$ cat src/rtl/range_cnt_pkg.sv
// Shared mode encoding and window clamp for the range_ud_bounce_counter slice.
package range_cnt_pkg;

    typedef enum logic [1:0] {
        MODE_WRAP   = 2'b00,
        MODE_SAT    = 2'b01,
        MODE_BOUNCE = 2'b10,
        MODE_HOLD   = 2'b11
    } mode_e;

    // Operands are zero-extended to 32 bits so one function serves every WIDTH.
    function automatic logic [31:0] clamp(input logic [31:0] v,
                                          input logic [31:0] lo,
                                          input logic [31:0] hi);
        if (v < lo)      return lo;
        else if (v > hi) return hi;
        else             return v;
    endfunction

endpackage

$ cat src/rtl/range_cnt_next.sv
// Combinational next-state for the windowed counter: step, boundary handling and tc.
module range_cnt_next
    import range_cnt_pkg::*;
#(
    parameter int WIDTH = 6
) (
    input  logic [WIDTH-1:0] count,
    input  logic             d,
    input  mode_e            mode,
    input  logic [WIDTH-1:0] lo,
    input  logic [WIDTH-1:0] hi,
    input  logic             en,
    output logic [WIDTH-1:0] next_count,
    output logic             next_dir,
    output logic             next_tc
);

    always_comb begin
        // NOTE: defaults first so every path assigns every output; no latches.
        next_count = count;
        next_dir   = d;
        next_tc    = 1'b0;
        if (en && mode != MODE_HOLD) begin
            if (count < lo || count > hi) begin
                next_count = d ? lo : hi;
            end else if (lo == hi) begin
                next_tc = 1'b1;
                if (mode == MODE_BOUNCE) next_dir = ~d;
            end else if (d && count == hi) begin
                next_tc = 1'b1;
                case (mode)
                    MODE_WRAP:   next_count = lo;
                    MODE_BOUNCE: begin
                        next_count = hi - 1'b1;
                        next_dir   = 1'b0;
                    end
                    default: ;
                endcase
            end else if (!d && count == lo) begin
                next_tc = 1'b1;
                case (mode)
                    MODE_WRAP:   next_count = hi;
                    MODE_BOUNCE: begin
                        next_count = lo + 1'b1;
                        next_dir   = 1'b1;
                    end
                    default: ;
                endcase
            end else begin
                // Bound compares above guarantee these never overflow WIDTH.
                next_count = d ? count + 1'b1 : count - 1'b1;
            end
        end
    end

endmodule

$ cat src/rtl/range_ud_bounce_counter.sv
// Up/down loadable counter confined to [lo, hi] with wrap/saturate/bounce modes.
// Optional wrap event counter output enabled by RANGE_UD_BOUNCE_COUNTER_WRAP_CNT_EN.
module range_ud_bounce_counter
    import range_cnt_pkg::*;
#(
    parameter int WIDTH    = 6,
    parameter int WC_WIDTH = 8
) (
    input  logic                clk,
    input  logic                rst,
    input  logic                en,
    input  logic                load,
    input  logic [WIDTH-1:0]    data,
    input  logic                u_d,
    input  logic [1:0]          mode,
    input  logic [WIDTH-1:0]    lo,
    input  logic [WIDTH-1:0]    hi,
    output logic [WIDTH-1:0]    count,
    output logic                dir,
    output logic                tc,
    output logic                cfg_err
`ifdef RANGE_UD_BOUNCE_COUNTER_WRAP_CNT_EN
    ,
    output logic [WC_WIDTH-1:0] wrap_cnt
`endif
);

    if (WIDTH < 2 || WIDTH > 32 || WC_WIDTH < 1) begin : g_bad_param
        $error("range_ud_bounce_counter: WIDTH must be 2..32 and WC_WIDTH >= 1");
    end

    mode_e            mode_q;
    logic             bad_bounds;
    logic             d;
    logic [WIDTH-1:0] next_count;
    logic             next_dir;
    logic             next_tc;
    logic [WIDTH-1:0] load_value;

    assign mode_q     = mode_e'(mode);
    assign bad_bounds = (lo > hi);
    // Bounce mode steers from its own direction register; other modes follow u_d.
    assign d          = (mode_q == MODE_BOUNCE) ? dir : u_d;
    assign load_value = WIDTH'(clamp(32'(data), 32'(lo), 32'(hi)));

    range_cnt_next #(.WIDTH(WIDTH)) u_next (
        .count      (count),
        .d          (d),
        .mode       (mode_q),
        .lo         (lo),
        .hi         (hi),
        .en         (en),
        .next_count (next_count),
        .next_dir   (next_dir),
        .next_tc    (next_tc)
    );

    // NOTE: state registers use non-blocking assignments only.
    always_ff @(posedge clk) begin
        if (!rst) begin
            count   <= '0;
            dir     <= 1'b1;
            tc      <= 1'b0;
            cfg_err <= 1'b0;
        end else begin
            cfg_err <= bad_bounds;
            if (bad_bounds) begin
                tc <= 1'b0;
                if (mode_q != MODE_BOUNCE) dir <= u_d;
            end else if (load) begin
                count <= load_value;
                dir   <= u_d;
                tc    <= 1'b0;
            end else begin
                count <= next_count;
                dir   <= next_dir;
                tc    <= next_tc;
            end
        end
    end

`ifdef RANGE_UD_BOUNCE_COUNTER_WRAP_CNT_EN
    always_ff @(posedge clk) begin
        if (!rst) begin
            wrap_cnt <= '0;
        end else if (!bad_bounds) begin
            if (load)
                wrap_cnt <= '0;
            else if (next_tc && wrap_cnt != '1)
                wrap_cnt <= wrap_cnt + 1'b1;
        end
    end
`endif

endmodule

$ cat config.mk
export PLATFORM = sky130hd
export DESIGN_NAME = range_ud_bounce_counter
export DESIGN_NICKNAME = d
export VERILOG_FILES = /design/src/rtl/range_cnt_pkg.sv /design/src/rtl/range_cnt_next.sv /design/src/rtl/range_ud_bounce_counter.sv
export SDC_FILE = /design/constraint.sdc
export NUM_CORES = 1
export LEC_CHECK = 0
export ABC_AREA = 1
export BUFFER_PORTS_ARGS = -buffer_cell sky130_fd_sc_hd__buf_2
export CAP_MARGIN = 20
export CELL_PAD_IN_SITES_DETAIL_PLACEMENT = 0
export CELL_PAD_IN_SITES_GLOBAL_PLACEMENT = 2
export CORE_MARGIN = 5
export CORE_UTILIZATION = 32
export CTS_CLUSTER_DIAMETER = 60
export DETAILED_ROUTE_END_ITERATION = 8
export GPL_TIMING_DRIVEN = 0
export MAX_ROUTING_LAYER = met4
export PLACE_DENSITY = 0.86
export SLEW_MARGIN = 20
export SYNTH_ARGS = -nofsm -noshare
export SYNTH_HDL_FRONTEND = slang
export SYNTH_SLANG_ARGS = --single-unit
$ cat constraint.sdc
create_clock -name clk -period 4.8 [get_ports clk]
set_input_delay 0.48 -clock clk [delete_from_list [all_inputs] [get_ports clk]]
set_output_delay 0.48 -clock clk [all_outputs]
set_load 0.03 [all_outputs]
Word level (Yosys, flattened, before mapping) --
Index checks and enable logic that the tools add are counted. Widths: inputs -> output; s select.
Storage, ports and cells: bits in registers 9, input port bits 25, output and inout bits 9
Operators by class: add/sub/neg operators 4, order comparisons 5, equal/unequal tests 10, mux-type cells 27, bitwise operators 4, reduce and logical (&&, ||, !) cells 9
Operator list (count):
- $mux 6 | 10
- $pmux 6 s2 | 2
- $eq 6x6->1 | 3
- $gt 6x6->1 | 3
- $mux 1 | 15
- $add 6x1->6 const B | 2
- $lt 6x6->1 | 2
- $sub 6x1->6 const B | 2
- $ne 5x4->1 const B | 2
- $reduce_and 5->1 | 1
- $reduce_or 5->1 | 1
- $ne 2x2->1 const B | 2
- $not 1->1 | 4
- $logic_and 1x1->1 | 3
- $ne 3x2->1 const B | 1
- $eq 2x2->1 const B | 1
- $logic_not 2->1 | 1
- $ne 2x1->1 const B | 1
- $reduce_bool 2->1 | 1
- $logic_not 1->1 | 1
- $logic_or 1x1->1 | 1

Longest topological paths before layout --
word-level depth 11, depth in mapped cells 17

Modules after synthesis --
From an unflattened synthesis, not the netlist that was laid out.
Unflattened totals: cell total of the unflattened synthesis 444, area total of the unflattened synthesis 2497.4 µm²
By module, submodules not included:
- range_cnt_next | times used 1, cells an instance 277, area an instance 1448.9 µm², sequential area each 0.0 µm²
- range_ud_bounce_counter | times used 1, cells an instance 167, area an instance 1048.5 µm², sequential area each 180.2 µm²

Least setup slack after synthesis --
OpenSTA, ideal clock, no wires.
kind input-to-reg, from in lo[3], to reg count[3], data arrival time 2.095 ns, required time 4.682 ns, slack 2.587 ns, stages 14, cell sequence clkinv_1 ha_1 nand2_1 nor2_1 nand3_1 nor2_4 inv_2 nor2_1 nand3_1 nor2_1 nand3b_4 inv_2 o21ai_1 a21oi_2
Between the ends: word-level cells in the longest chain between the ends 8, elaborated cells on any way between the ends 23, those cells by class add/sub: 1; order compare: 3; eq/ne: 5; mux: 10; bitwise: 1; reduce/logical: 3
RTL lines:
- start, declared | RTL line range_ud_bounce_counter.sv:16 | input logic [WIDTH-1:0] lo,
- $add 6x1->6 / $eq 6x6->1 (equally long branches) | RTL line range_cnt_next.sv:44, range_cnt_next.sv:39
- $pmux 6 s2 / $logic_and 1x1->1 (equally long branches) | RTL line range_cnt_next.sv:41, range_cnt_next.sv:39
- $mux 6 | RTL line range_cnt_next.sv:39 | end else if (!d && count == lo) begin
- $mux 6 | RTL line range_cnt_next.sv:29 | end else if (d && count == hi) begin
- $mux 6 | RTL line range_cnt_next.sv:26 | end else if (lo == hi) begin
- $mux 6 | RTL line range_cnt_next.sv:24 | if (count < lo || count > hi) begin
- $mux 6 | RTL line range_cnt_next.sv:23 | if (en && mode != MODE_HOLD) begin
- $mux 6 | RTL line range_ud_bounce_counter.sv:70 | end else if (load) begin
- end signal, assigned | RTL line range_ud_bounce_counter.sv:71 | count <= load_value;
- end signal, assigned | RTL line range_ud_bounce_counter.sv:75 | count <= next_count;
- end, declared | RTL line range_ud_bounce_counter.sv:18 | output logic [WIDTH-1:0] count,
Several ways; a longest one is shown, not always the timed one. The select of a mux whose other input is x is not followed. A chain may end at the register's enable or synchronous reset.

Final worst setup path --
Ends and elaborated chain as after synthesis.

==> results.tsv <==
stage	metric	value	unit
sta	fmax	0.3837	GHz
synth	synth_net_count	400	
floorplan	num_rows	28	
grt	total_grt_usage	18.78	%
floorplan	floorplan.initialDensity	33.31	%
drt	route.final.wire_length	6911	µm
power_and_ir_drop	p_leak	1.182	nW
cells_and_area	final-seq-area	180.2	µm²
drt	viasPerCell	5.257	
placed_design	placement_cell_area	2266	µm²
cells_and_area	multiInputGateArea	1648	µm²
sta	slew_limit_fails	0	
clock_network	clockBufferDepth	2	
grt	globalRouteOverflowTotal	0	
worst_setup_path	path_cells	buf_2, clkinv_1, ha_1, nand2_1, nor2_1, nand3_1, nor2_4, inv_2, nor2_1, nand3_1, nor2_1, nand3b_4, inv_2, o21ai_1, a21oi_2	
placed_design	place.port_buffers	33	
grt	grtUsageMet1	26.40	%
drt	post_drt_wl_per_cell	15.19	µm
placed_design	gp_routability_congestion	0.8820	
synth	portion_of_the_post_synthesis_area_used_by_sequential_elements	8.978	%
clock_network	cts-root-buf	sky130_fd_sc_hd__clkbuf_8	
synth	synth.top_cells.by_count	sky130_fd_sc_hd__nand2_1, sky130_fd_sc_hd__o21ai_0, sky130_fd_sc_hd__inv_1, sky130_fd_sc_hd__a21oi_1, sky130_fd_sc_hd__ha_1	
sta	skew	1.629	ps
cells_and_area	post-route-util	38.35	%
clock_network	postCtsSetupBuffers	0	
synth	yosys_warnings	0	
clock_network	cts.sink_count	9	
grt	grt_use_met3	0.5530	%
hold_path	worst_hold_path_class	input port to flip-flop	
run_status	outcome	finished, final reports clean	
synth	postSynthAreaPerCell	5.851	µm²
synth	library_cells_used_by_synthesis	33	
sta	hold_slack	511.6	ps
power_and_ir_drop	total_power	472.4	µW
clock_network	clk_pin_slew_worst_paths	50	ps
floorplan	core_area	6026	µm²
worst_setup_path	critPathMaxStageDelay	410	ps
power_and_ir_drop	cellPowerDensity	204.4	nW/µm²
drt	initialDrtViolationCount	180	
drt	drc	0	
floorplan	ioPinCount	34	
worst_setup_path	cp.arrival	2730	ps
cells_and_area	area_growth_syn_to_layout	15.15	%
worst_setup_path	critical_path.most_common_cell	sky130_fd_sc_hd__nor2_1	
placed_design	place_worst_setup_slack	1941	ps
grt	pin_count_of_the_biggest_net_entering_global_routing	11	
grt	via_count_of_the_first_global_routing_pass	2246	
drt	drt-pass1-iter-count	4	
floorplan	fp.dieArea	7956	µm²
worst_setup_path	top_fanout_value_on_the_critical_path	8	
floorplan	die_width	89.20	µm
clock_network	cts-htree-levels	1	
synth	synth_top_area_share	19.95	%
power_and_ir_drop	max-vdd-ir-drop	0.00008373	V
sta	final_ws_setup	2194	ps
synth	netlist_top_cells_area	sky130_fd_sc_hd__ha_1, sky130_fd_sc_hd__nand2_1, sky130_fd_sc_hd__o21ai_0, sky130_fd_sc_hd__dfxtp_1, sky130_fd_sc_hd__a21oi_1	
sta	worst_pin_slew	458.6	ps
grt	antenna_found_initial	0	
cells_and_area	finalNetCount	438	
synth	netlist_instances	343	
clock_network	tritoncts.num_buffers	3	
placed_design	numPlacedInstances	451	
clock_network	clk-insertion-delay-late	230	ps
synth	synthesis.area	2007	µm²
synth	netlist.top_cell.by_area	sky130_fd_sc_hd__ha_1	
clock_network	number_of_hold_repair_buffers_added_at_the_cts_stage	0	
sta	final_period_minus_worst_setup_slack	2606	ps
cells_and_area	layout-drive-gt1-share	13.16	%
cells_and_area	num-fill-cells	724	
worst_setup_path	timing.setup.critical_path_class	input port to flip-flop	
floorplan	dieHeight	89.20	µm
synth	ys_ff_latch	9	
sta	grt_setup_unrepaired	false	
grt	groute.layer.met2.usage	30.68	%
worst_setup_path	start_kind	input port	
sta	setup_viol	0	
sta	slew_headroom	69.42	%
sta	final_hold_violations	0	
synth	async_reset_ff_share	0	%
sta	finalCritPeriodShare	54.30	%
drt	dr_vias	2392	
synth	synth_edf_count	0	
clock_network	tritoncts_clock_tree	built	
placed_design	dp_hpwl	5606	µm
cells_and_area	ant_diodes	0	
worst_setup_path	worst_ep_required_time	4920	ps
sta	fin_setup_tns	0	ps
cells_and_area	layoutNonFillerInstCount	455	
worst_setup_path	crit_path_end_kind	flip-flop	
cells_and_area	final_design_area_no_fill	2311	µm²
synth	yosysMostFrequentCell	sky130_fd_sc_hd__nand2_1	
synth	synthFlopType	sky130_fd_sc_hd__dfxtp_1	
run	max-cap-violations	0	
worst_setup_path	slowest_stage	sky130_fd_sc_hd__ha_1	
clock_network	post_cts_resize_count	0	
drt	drtAntennaViolNets	0	
grt	busiest_layer	met2	
grt	grt_pass1_wl	11300	µm
[sequential cells by signal, summed over array words and instances (netlist names)]
name     cells
tc           1
dir          1
count        6
cfg_err      1
[layout make-up]
cell class	instances	share of cell area, %
inverter	41	6.659
timing repair buffer	33	7.147
buffer	6	1.083
multi-input combinational	287	71.30
tap	75	4.061
clock buffer	4	1.949
sequential	9	7.796
[where the power goes]
part / leakage [nW] / internal [mW] / switching [mW] / total (mW)
Sequential: 0.0745 / 0.0837 / 0.0175 / 0.101
Clock: 0.0228 / 0.0578 / 0.0293 / 0.0871
Combinational: 1.08 / 0.0983 / 0.186 / 0.284
[final timing paths]
path	startpoint	to	slack [ps]	depth (start not counted)
min	rst	dir	510	2
max reg2reg	count[0]	count[3]	2310	13
min reg2reg	dir	dir	540	2
max	lo[3]	count[3]	2190	15
[metal layers]
layer | part of all wire (%) | up-vias
met1 | 49 | 1084
met5 | 0 | -
li1 | - | 1246
met2 | 47 | 60
met3 | 3.5 | 2
met4 | 0.27 | 0
[critical path: cells and delay by family]
family,cells,cell delay [ps]
AO/OA/AOI/OAI,2,200
buffers and inverters,4,570
adder cells (fa/ha/maj),1,410
AND/OR/NAND/NOR,8,1050
[cell usage in the layout, fill, tap and decap left out, types with 3 or more instances in the layout]
cell type	synthesis	routed
sky130_fd_sc_hd__nand3_1	28	28
sky130_fd_sc_hd__nand2_4	3	3
sky130_fd_sc_hd__inv_1	37	37
sky130_fd_sc_hd__ha_1	32	32
sky130_fd_sc_hd__nand2_1	86	86
sky130_fd_sc_hd__xor2_1	4	4
sky130_fd_sc_hd__nor3_1	3	3
sky130_fd_sc_hd__clkbuf_1	4	5
sky130_fd_sc_hd__o211ai_1	4	4
sky130_fd_sc_hd__nand2_2	4	4
sky130_fd_sc_hd__o21ai_1	6	6
sky130_fd_sc_hd__buf_2	2	35
sky130_fd_sc_hd__a21oi_1	33	33
sky130_fd_sc_hd__nor2_1	25	25
sky130_fd_sc_hd__o21ai_0	40	40
sky130_fd_sc_hd__dfxtp_1	9	9
sky130_fd_sc_hd__a31oi_1	3	3
sky130_fd_sc_hd__clkbuf_8	0	3
[logic make-up after synthesis]
kind of cell / Yosys count / share of synthesized area (%)
adders and majority gates: 32 / 19.95
xor gates and xnor gates: 5 / 2.182
AOI/OAI and AO/OA: 94 / 25.44
DFF: 9 / 8.977
buffers and inverters: 47 / 8.915
and+or+nand+nor: 156 / 34.54
No activity file was read; power rests on OpenSTA's default activity.
